### src/rtl/demux1to8_5bit_seq.sv
// Sequential 1-to-8 distributor for 5-bit beats into eight held slot registers.
// Latency: an accepted beat is visible on its OutN the cycle after acceptance.
// Backpressure: InReady is low in DONE, during Clear, and in IDLE with AutoMode=1.
// Optional overwrite protection in manual mode: define DEMUX_OVERWRITE_PROTECT_EN.
module demux1to8_5bit_seq #(
  parameter int WIDTH = 5,
  parameter int SLOTS = 8
) (
  input  logic             Clk,
  input  logic             Reset,
  input  logic [WIDTH-1:0] In,
  input  logic [2:0]       Sel,
  input  logic             InValid,
  output logic             InReady,
  input  logic             AutoMode,
  input  logic             Start,
  input  logic             Clear,
  output logic [WIDTH-1:0] Out0,
  output logic [WIDTH-1:0] Out1,
  output logic [WIDTH-1:0] Out2,
  output logic [WIDTH-1:0] Out3,
  output logic [WIDTH-1:0] Out4,
  output logic [WIDTH-1:0] Out5,
  output logic [WIDTH-1:0] Out6,
  output logic [WIDTH-1:0] Out7,
  output logic [SLOTS-1:0] OutValid,
  output logic [2:0]       Idx,
  output logic             Busy,
  output logic             Done,
  output logic             Err
);

  typedef enum logic [1:0] {
    ST_IDLE = 2'd0,
    ST_FILL = 2'd1,
    ST_DONE = 2'd2
  } state_t;

  state_t           state_q, state_d;
  logic [SLOTS-1:0] vld_q, vld_d;
  logic [2:0]       idx_q, idx_d;
  logic             done_q, done_d;
  logic [WIDTH-1:0] slot_q [SLOTS];

  // Slot write port: at most one slot is written per cycle.
  logic             wr_en;
  logic [2:0]       wr_idx;
  logic             accept;

`ifdef DEMUX_OVERWRITE_PROTECT_EN
  logic             err_q, err_d;
`endif

  // Ready depends only on state and the mode/clear inputs, never on InValid.
  always_comb begin
    InReady = 1'b0;
    case (state_q)
      ST_IDLE: InReady = ~AutoMode & ~Clear;
      ST_FILL: InReady = ~Clear;
      default: InReady = 1'b0;
    endcase
  end

  assign accept = InValid & InReady;

  // Next-state, slot-write selection and control register updates.
  always_comb begin
    state_d = state_q;
    vld_d   = vld_q;
    idx_d   = idx_q;
    done_d  = 1'b0;
    wr_en   = 1'b0;
    wr_idx  = Sel;
`ifdef DEMUX_OVERWRITE_PROTECT_EN
    err_d   = err_q;
`endif
    if (Clear) begin
      // Clear wins over Start and beats; slot data is deliberately kept.
      state_d = ST_IDLE;
      vld_d   = '0;
      idx_d   = 3'd0;
`ifdef DEMUX_OVERWRITE_PROTECT_EN
      err_d   = 1'b0;
`endif
    end else begin
      case (state_q)
        ST_IDLE: begin
          if (AutoMode && Start) begin
            // InReady is low here, so no beat can be lost on the Start cycle.
            state_d = ST_FILL;
            idx_d   = 3'd0;
            vld_d   = '0;
          end else if (accept) begin
`ifdef DEMUX_OVERWRITE_PROTECT_EN
            // Occupied slot: consume the beat, keep the old data, flag it.
            if (vld_q[Sel]) begin
              err_d = 1'b1;
            end else begin
              wr_en      = 1'b1;
              vld_d[Sel] = 1'b1;
            end
`else
            wr_en      = 1'b1;
            vld_d[Sel] = 1'b1;
`endif
          end
        end
        ST_FILL: begin
          if (accept) begin
            wr_en        = 1'b1;
            wr_idx       = idx_q;
            vld_d[idx_q] = 1'b1;
            idx_d        = idx_q + 3'd1;
            if (idx_q == 3'd7) begin
              state_d = ST_DONE;
              done_d  = 1'b1;
            end
          end
        end
        ST_DONE: begin
          state_d = ST_IDLE;
        end
        default: begin
          state_d = ST_IDLE;
        end
      endcase
    end
  end

  // Control state registers.
  always_ff @(posedge Clk or posedge Reset) begin
    if (Reset) begin
      state_q <= ST_IDLE;
      vld_q   <= '0;
      idx_q   <= 3'd0;
      done_q  <= 1'b0;
    end else begin
      state_q <= state_d;
      vld_q   <= vld_d;
      idx_q   <= idx_d;
      done_q  <= done_d;
    end
  end

  // Held slot data; only the addressed slot changes on a write.
  always_ff @(posedge Clk or posedge Reset) begin
    if (Reset) begin
      for (int k = 0; k < SLOTS; k++) begin
        slot_q[k] <= '0;
      end
    end else if (wr_en) begin
      slot_q[wr_idx] <= In;
    end
  end

`ifdef DEMUX_OVERWRITE_PROTECT_EN
  // Sticky overwrite flag, cleared only by Clear or Reset.
  always_ff @(posedge Clk or posedge Reset) begin
    if (Reset) begin
      err_q <= 1'b0;
    end else begin
      err_q <= err_d;
    end
  end

  assign Err = err_q;
`else
  assign Err = 1'b0;
`endif

  assign Out0     = slot_q[0];
  assign Out1     = slot_q[1];
  assign Out2     = slot_q[2];
  assign Out3     = slot_q[3];
  assign Out4     = slot_q[4];
  assign Out5     = slot_q[5];
  assign Out6     = slot_q[6];
  assign Out7     = slot_q[7];
  assign OutValid = vld_q;
  assign Idx      = idx_q;
  assign Busy     = (state_q == ST_FILL);
  assign Done     = done_q;

endmodule

### config.mk
export PLATFORM = sky130hd
export DESIGN_NAME = demux1to8_5bit_seq
export DESIGN_NICKNAME = d
export VERILOG_FILES = /design/src/rtl/demux1to8_5bit_seq.sv
export SDC_FILE = /design/constraint.sdc
export NUM_CORES = 1
export LEC_CHECK = 0
export CORE_ASPECT_RATIO = 2
export CORE_MARGIN = 3
export CORE_UTILIZATION = 39
export DETAILED_ROUTE_END_ITERATION = 10
export PLACE_DENSITY = 0.67
export SLEW_MARGIN = 20
export SYNTH_ARGS = -nofsm -noshare
export SYNTH_HDL_FRONTEND = slang
export SYNTH_SLANG_ARGS = --single-unit
### constraint.sdc
create_clock -name Clk -period 5.57 [get_ports Clk]
set_input_delay 0.8355 -clock Clk [delete_from_list [all_inputs] [get_ports Clk]]
set_output_delay 0.8355 -clock Clk [all_outputs]
set_load 0.005 [all_outputs]
==> results of run 1 <==
synthesized netlist by cell type:
library cell  count
o32ai_4           3
nor2b_1           3
inv_1             4
nand3b_1          1
and2_1            3
a21o_1            6
a32o_4            1
o22ai_2           1
buf_4             1
and4bb_2          1
buf_6             1
dfrtp_1          54
ha_1              2
conb_1            1
nor4_1            1
nor3_2            1
nor3_1            2
or4_1             1
nand2_1           8
a32oi_4           3
and3_1            1
nand2b_1          4
mux2_4           10
mux2_1           20
a31oi_1           1
o21a_1            1
mux2_2           10
buf_2             1
nand4b_4          1
a21oi_1           2
mux2i_1           3
nor2_1            3
a221oi_1          1
nand3_1           2
and2b_4           1
nand2_2           1
and4bb_4          1
state kept, by name (all words and copies together), names as in the netlist:
name	count
Out1	5
Idx	3
Out3	5
OutValid	8
Out5	5
Out7	5
Out6	5
Out2	5
Out4	5
state_q	2
Done	1
Out0	5
worst max-delay path, delay by kind of cell:
family | cells | cell delay (ps)
simple gates | 2 | 340
buf+inv | 2 | 1000
power groups by stage:
stage	Combinational (mW)	Clock (mW)	Sequential, mW
2_1_floorplan	0.0823	0	0.501
3_3_place_gp	0.248	0	0.504
3_5_place_dp	0.252	0	0.503
4_1_cts	0.253	0.349	0.497
5_1_grt	0.267	0.365	0.503
6_report	0.247	0.342	0.496
layer usage:
layer / vias to the layer above / track usage
met4: 0 / 0.05578
met5: - / 0
li1: 722 / -
met1: 774 / 0.1863
met2: 43 / 0.2838
met3: 5 / 0.02854
cells by family after synthesis:
group	count (synthesis)	synth area share
buffers and inverters	7	0.01587
DFF	54	0.5530
other	1	0.001535
AOI/OAI and AO/OA	19	0.1132
and+or+nand+nor	35	0.09422
adders and majority gates	2	0.01024
muxes	43	0.2120
cell type report:
class	count	area [sq um]
Fill cell	522	2690
Clock buffer	7	132.6
Clock inverter	1	30.03
Multi-Input combinational cell	100	1054
Inverter	4	15.01
Timing Repair Buffer	68	678.2
Tap cell	84	105.1
Sequential cell	54	1351
layout by cell type, fill, tap and decap left out, types with 2 or more instances in the layout:
cell             instances
nor2b_1                  3
mux2_4                  10
o32ai_4                  3
nand2_1                  8
mux2_1                  20
a21o_1                   6
a21oi_1                  2
clkbuf_16                5
nand2b_1                 4
mux2i_1                  3
and2_1                   3
nand3_1                  2
mux2_2                  10
ha_1                     2
clkdlybuf4s50_1         67
nor2_1                   3
a32oi_4                  3
dfrtp_1                 54
nor3_1                   2
inv_1                    3
clkbuf_1                 2
path summary, 6_finish.rpt:
check                             from           to  slack (ps)
min                        OutValid[4]  OutValid[4]         480
min in group asynchronous        Reset      Out4[3]        1050
max                           AutoMode      InReady        2560
max reg2reg                 state_q[1]      Out1[3]        3630
min reg2reg                OutValid[4]  OutValid[4]         480
max in group asynchronous        Reset  OutValid[0]        4080
stage by stage:
step | hold slack (ps) | std cells | utilization | power [mW] | worst slack (ps)
6_report | 478.5 | 318 | 0.5558 | 1.085 | 2564
5_1_grt | 491.4 | 318 | 0.5558 | 1.136 | 2523
4_1_cts | 482.8 | 318 | 0.5558 | 1.100 | 2582
3_5_place_dp | 469.0 | 310 | 0.5289 | 0.7551 | 2588
3_3_place_gp | 463.4 | 310 | 0.5289 | 0.7522 | 2612
2_1_floorplan | 471.0 | 161 | - | 0.5830 | 3420
==> impl_metrics.json, run 1 <==
{
  "outcome": "completed",
  "first_pass_iters": 4,
  "p_seq_frac": 0.457,
  "die_w_um": 61.97,
  "portBuffers": 67,
  "tritoncts": "done",
  "htree_levels": 2,
  "place_hpwl_um": 4190,
  "min-delay-path-class": "reg2reg",
  "clk_pin_slew_ps": 60,
  "clock_path_buffers": 2,
  "core_sq_mm": 0.006056,
  "nets": 249,
  "ir_worst_vdd_v": 0.0002719,
  "dr_total_vias": 1544,
  "combPwrFrac": 0.228,
  "syn_inst": 161,
  "max_cap_violations": 0,
  "max_freq_mhz": 332.6,
  "finalSetupTns_ps": 0,
  "crit_chain": "clkdlybuf4s50_1 > nor2b_1 > nor3_1 > clkdlybuf4s50_1",
  "ys_seq_area_frac": 0.5530,
  "end_kind": "output port",
  "p_leak_nw": 1.489,
  "avgSynthCellArea_sq_um": 15.18,
  "synth_largest_type_area_fraction": 0.5530,
  "netlist_area_sq_mm": 0.002444,
  "cts_resized": 0,
  "antennaDiodeCount": 0,
  "ys_warn_count": 0,
  "p_per_area_mw_per_mm2": 322.4,
  "areaGrowthSynthToFinish_pct": 37.74,
  "slew_headroom": 0.4099,
  "holdPathStages": 1,
  "wl_um": 5562,
  "p_sw_frac": 0.2257,
  "r2r_cells": 4,
  "met1_length_um": 2088,
  "synthTopCellsByArea": "dfrtp_1 (55%), mux2_1 (9.2%), mux2_4 (6.1%)",
  "cp_common_cell": "clkdlybuf4s50_1",
  "drtIter0Drc": 87,
  "critical_path.slowest_cell": "clkdlybuf4s50_1",
  "grt_antenna_before_repair": 0,
  "timing.final.crit_share": 0.5397,
  "hold_viol": 0,
  "via_per_inst": 4.855,
  "cts_sinks": 54,
  "synthDistinctLibCells": 37,
  "numCtsBuffers": 5,
  "cts_setup_buffers": 0,
  "fin_area_sq_mm": 0.003366,
  "grt_overflow": 0,
  "top_layer": "met4",
  "antenna_left": 0,
  "drive_gt1_frac": 0.1795,
  "p_int_uw": 840.3,
  "placed_cell_area_sq_mm": 0.003203,
  "yosys.area.top_type": "dfrtp_1",
  "rsz0062_at_grt": "false",
  "slew_violations": 0,
  "syn_nets": 177,
  "crit_fanout": 5,
  "holdBufCountCts": 0,
  "clk_latency_ps": 290,
  "routedWlPerCell_um": 17.49,
  "grt_max_degree": 55,
  "setup_viol": 0,
  "gp_congestion": 0.8152,
  "met2WireLength_um": 3184,
  "start_util": 0.4035,
  "fin_skew_ps": 6.685,
  "critPathMaxStageDelay_ps": 520,
  "die_h_um": 117.9,
  "grtUsageTotal": 0.1622,
  "rows": 40,
  "p_sw_uw": 244.9,
  "met3WireLength_um": 207,
  "start_kind": "input port",
  "die_area_sq_mm": 0.007309,
  "grt_pass1_wl_um": 8618,
  "critical_path_class": "in2out",
  "root_buffer": "clkbuf_16",
  "route.detailed.drc": 0,
  "final.min_clock_period_ps": 3006,
  "io_pins": 69,
  "p_clk_frac": 0.315,
  "cp.arrival_ps": 2170,
  "grt_pass1_vias": 1630,
  "synth_seq_cells": 54,
  "cp.required_ps": 4730,
  "worst_pin_slew_ps": 881.1
}
(Power assumes the default switching activity.)
==> inputs of run 2 (changes only) <==
--- a/config.mk
+++ b/config.mk
@@ -9,7 +9,7 @@
 export CORE_MARGIN = 3
 export CORE_UTILIZATION = 39
 export DETAILED_ROUTE_END_ITERATION = 10
-export PLACE_DENSITY = 0.67
+export PLACE_DENSITY = 0.7
 export SLEW_MARGIN = 20
 export SYNTH_ARGS = -nofsm -noshare
 export SYNTH_HDL_FRONTEND = slang
==> constraint.sdc (replaced) <==
create_clock -name Clk -period 2.4 [get_ports Clk]
set_input_delay 0.36 -clock Clk [delete_from_list [all_inputs] [get_ports Clk]]
set_output_delay 0.36 -clock Clk [all_outputs]
set_load 0.005 [all_outputs]
==> impl_metrics.json, run 2 (synthesis results as in run 1) <==
{
  "outcome": "completed",
  "grt_antenna_before_repair": 0,
  "rsz0062_at_grt": "false",
  "final_common_cell": "clkdlybuf4s50_1",
  "p_per_area_mw_per_mm2": 748.5,
  "io_pins": 69,
  "first_pass_iters": 4,
  "worst_pin_slew_ps": 918.3,
  "drive_gt1_frac": 0.1941,
  "htree_levels": 2,
  "cp.arrival_ps": 1740,
  "grt_pass1_vias": 1742,
  "portBuffers": 67,
  "drtIter0Drc": 91,
  "timing.final.crit_share": 0.8750,
  "p_leak_nw": 1.507,
  "slew_violations": 0,
  "final_cell_mix": "clkdlybuf4s50_1 (67), dfrtp_1 (54), mux2_1 (20)",
  "p_clk_frac": 0.319,
  "p_int_mw": 1.954,
  "n_fill_cell": 519,
  "hold_viol": 0,
  "rows": 40,
  "cts_resized": 0,
  "slew_headroom": 0.3849,
  "grt_max_degree": 55,
  "fin_skew_ps": 2.382,
  "max_freq_mhz": 476.2,
  "numCtsBuffers": 5,
  "final_cells": 321,
  "p_seq_frac": 0.453,
  "cp.required_ps": 2040,
  "antenna_left": 0,
  "clk_pin_slew_ps": 70,
  "ir_worst_vdd_v": 0.0006085,
  "die_w_um": 61.97,
  "wl_um": 5665,
  "die_h_um": 117.9,
  "dr_total_vias": 1606,
  "placed_cell_area_sq_mm": 0.003238,
  "finalSetupTns_ps": 0,
  "holdBufCountCts": 0,
  "place_hpwl_um": 4233,
  "fin_util": 0.5622,
  "dpl.cell_count": 313,
  "core_sq_mm": 0.006056,
  "crit_fanout": 5,
  "grtUsageTotal": 0.1753,
  "fin_area_sq_mm": 0.003405,
  "max_cap_violations": 0,
  "start_util": 0.4035,
  "final.min_clock_period_ps": 2100,
  "end_kind": "output port",
  "cts_sinks": 54,
  "die_area_sq_mm": 0.007309,
  "grt_overflow": 0,
  "clk_latency_ps": 290,
  "cts_setup_buffers": 0,
  "route.detailed.drc": 0,
  "clock_path_buffers": 2,
  "min-delay-path-class": "in2async",
  "areaGrowthSynthToFinish_pct": 39.32,
  "gp_congestion": 0.7925,
  "p_sw_uw": 593.7,
  "combPwrFrac": 0.229,
  "root_buffer": "clkbuf_16",
  "setup_viol": 0,
  "critical_path_class": "in2out",
  "nets": 252,
  "routedWlPerCell_um": 17.65,
  "p_sw_frac": 0.2330,
  "antennaDiodeCount": 0,
  "grt_pass1_wl_um": 9211,
  "tritoncts": "done",
  "via_per_inst": 5.003,
  "largest_reg_flops": 8,
  "start_kind": "input port"
}
[run 2: area by class of cell]
cell class	instances	area (sq um)	area share
flip-flops and latches	54	1351	0.3969
repair buffers	71	713.2	0.2095
multi-input cells	100	1054	0.3094
inverters	4	15.01	0.004410
clock buffers	6	128.9	0.03785
well taps	84	105.1	0.03087
clock inverters	2	37.54	0.01103
[run 2: through the flow]
stage / worst slack (ps) / hold slack (ps) / power, mW
finish: 299.9 / 423.4 / 2.548
global route: 242.6 / 461.3 / 2.674
detailed placement: 84.35 / 464.6 / 1.763
global placement: 80.56 / 460.6 / 1.753
CTS: 308.0 / 450.7 / 2.584
floorplan: 632.3 / 431.9 / 1.353
[run 2: worst paths after layout]
path | start | end | slack (ps) | cells past startpoint
setup / recovery | AutoMode | InReady | 300 | 4
hold / removal | Reset | state_q[0] | 420 | 3
setup reg to reg | state_q[1] | Out1[3] | 480 | 4
hold reg to reg | OutValid[6] | OutValid[6] | 480 | 2
max in group asynchronous | Reset | Out6[4] | 1730 | 3
min in group Clk | OutValid[6] | OutValid[6] | 480 | 2
[run 2: critical path, cell delays in order]
cell             delay [ps]
clkdlybuf4s50_1         500
nor2b_1                 210
nor3_1                  150
clkdlybuf4s50_1         520
[run 2: power by group through the flow]
stage	clock, mW	sequential, mW	combinational (mW)
after floorplan	0	1.16	0.191
after global placement	0	1.17	0.587
after detailed placement	0	1.17	0.594
after CTS	0.831	1.16	0.597
after global routing	0.871	1.17	0.630
final	0.812	1.15	0.583
[run 2: metal layers]
layer / routed length [um] / share of wire / vias to the layer above / GRT usage
met5: 0 / 0 / - / 0
met1: 2141 / 0.38 / 817 / 0.1949
li1: - / - / 733 / -
met4: 180 / 0.032 / 0 / 0.09031
met3: 189 / 0.033 / 11 / 0.03513
met2: 3154 / 0.56 / 45 / 0.2955
==> inputs of run 3 (changes only) <==
--- a/config.mk
+++ b/config.mk
@@ -7,9 +7,9 @@
 export LEC_CHECK = 0
 export CORE_ASPECT_RATIO = 2
 export CORE_MARGIN = 3
-export CORE_UTILIZATION = 39
+export CORE_UTILIZATION = 43
 export DETAILED_ROUTE_END_ITERATION = 10
-export PLACE_DENSITY = 0.7
+export PLACE_DENSITY = 0.76
 export SLEW_MARGIN = 20
 export SYNTH_ARGS = -nofsm -noshare
 export SYNTH_HDL_FRONTEND = slang
==> impl_metrics.json, run 3 (synthesis results as in run 1) <==
{
  "portBuffers": 67,
  "grt_antenna_before_repair": 0,
  "finalSetupTns_ps": 0,
  "end_kind": "output port",
  "hold_viol": 0,
  "worst_pin_slew_ps": 928.6,
  "io_pins": 69,
  "clock_path_buffers": 2,
  "min-delay-path-class": "in2async",
  "rows": 38,
  "wl_um": 5642,
  "root_buffer": "clkbuf_8",
  "grt_pass1_vias": 1762,
  "setup_viol": 0,
  "path_buf_inv": 2,
  "dr_total_vias": 1583,
  "core_sq_mm": 0.005468,
  "drtIter0Drc": 98,
  "critical_path_class": "in2out",
  "worst-r2r-setup-slack_ps": 440,
  "antenna_left": 0,
  "first_pass_iters": 5,
  "grtUsageTotal": 0.1873,
  "cp.arrival_ps": 1720,
  "gp_congestion": 0.8292,
  "cts_resized": 0,
  "grt_pass1_wl_um": 9114,
  "critPathMaxStageDelay_ps": 520,
  "max_freq_mhz": 480.4,
  "crit-reg2reg-launch": "state_q[1]",
  "rsz0062_at_grt": "false",
  "routedWlPerCell_um": 18.87,
  "place_hpwl_um": 4313,
  "timing.final.crit_share": 0.8672,
  "r2r_cells": 4,
  "p_per_area_mw_per_mm2": 686.2,
  "n_fill_cell": 422,
  "start_kind": "input port",
  "areaGrowthSynthToFinish_pct": 36.92,
  "via_per_inst": 5.294,
  "r2r-end": "Out3[0]",
  "grt_max_degree": 55,
  "slew_violations": 0,
  "grt_overflow": 0,
  "largest_reg_flops": 8,
  "crit_chain": "clkdlybuf4s50_1 > nor2b_1 > nor3_1 > clkdlybuf4s50_1",
  "start_util": 0.4469,
  "slew_headroom": 0.3780,
  "crit_fanout": 5,
  "die_area_sq_mm": 0.006678,
  "die_h_um": 112.6,
  "numCtsBuffers": 5,
  "tritoncts": "done",
  "fin_skew_ps": 6.629,
  "outcome": "completed",
  "cts_sinks": 54,
  "max_cap_violations": 0,
  "cp.required_ps": 2040,
  "final_cell_mix": "clkdlybuf4s50_1 (67), dfrtp_1 (54), mux2_1 (20)",
  "p_leak_nw": 1.501,
  "critPathTopFamily": "buffers and inverters",
  "die_w_um": 59.31,
  "ir_worst_vdd_v": 0.0007094,
  "cp_common_cell": "clkdlybuf4s50_1",
  "cts_setup_buffers": 0,
  "holdBufCountCts": 0,
  "whs_ps": 426.5,
  "final_common_cell": "clkdlybuf4s50_1",
  "clk_pin_slew_ps": 90,
  "drive_gt1_frac": 0.2050,
  "final.min_clock_period_ps": 2081,
  "antennaDiodeCount": 0,
  "clk_latency_ps": 300,
  "nets": 254,
  "htree_levels": 2,
  "critical_path.slowest_cell": "clkdlybuf4s50_1",
  "route.detailed.drc": 0
}
## run 3: how the worst max path moves through the flow
stage	startpoint	endpoint	slack (ps)	cells past startpoint
4_1_cts	AutoMode	InReady	330	4
2_1_floorplan	state_q[1]	Out1[0]	630	5
5_1_grt	AutoMode	InReady	240	4
3_5_place_dp	Clear	Out3[0]	60	5
3_3_place_gp	Clear	Out3[3]	100	5
6_report	AutoMode	InReady	320	4
## run 3: worst min-delay path: stages
cell and delay, ps:
clkdlybuf4s50_1 420, inv_2 70, buf_12 260
## run 3: stage by stage
step	utilization	instances	area (sq um)	setup slack [ps]	power [mW]
global placement	0.5918	291	3236	96.77	1.748
global route	0.6119	299	3346	239.3	2.428
finish	0.6119	299	3346	318.6	2.296
CTS	0.6119	299	3346	326.2	2.335
floorplan	-	161	2444	632.3	1.353
detailed placement	0.5918	291	3236	63.73	1.760
## run 3: area by class of cell
type / instances / area (sq um) / area share
Tap cell: 60 / 75.07 / 0.02244
Multi-Input combinational cell: 100 / 1054 / 0.3149
Inverter: 4 / 15.01 / 0.004488
Sequential cell: 54 / 1351 / 0.4039
Clock buffer: 8 / 110.1 / 0.03291
Timing Repair Buffer: 73 / 740.7 / 0.2214
## run 3: where the power goes
part | switching (mW) | total (mW) | internal [mW]
Combinational | 0.185 | 0.587 | 0.403
Clock | 0.272 | 0.564 | 0.291
Sequential | 0.0858 | 1.14 | 1.06
Total | 0.543 | 2.30 | 1.75
## run 3: per-layer routing
metal / GRT usage / share of wire / vias to the layer above
li1: - / - / 741
met1: 0.2005 / 0.37 / 798
met2: 0.3389 / 0.59 / 40
met3: 0.04258 / 0.032 / 4
met4: 0.07110 / 0.014 / 0
met5: 0 / 0 / -
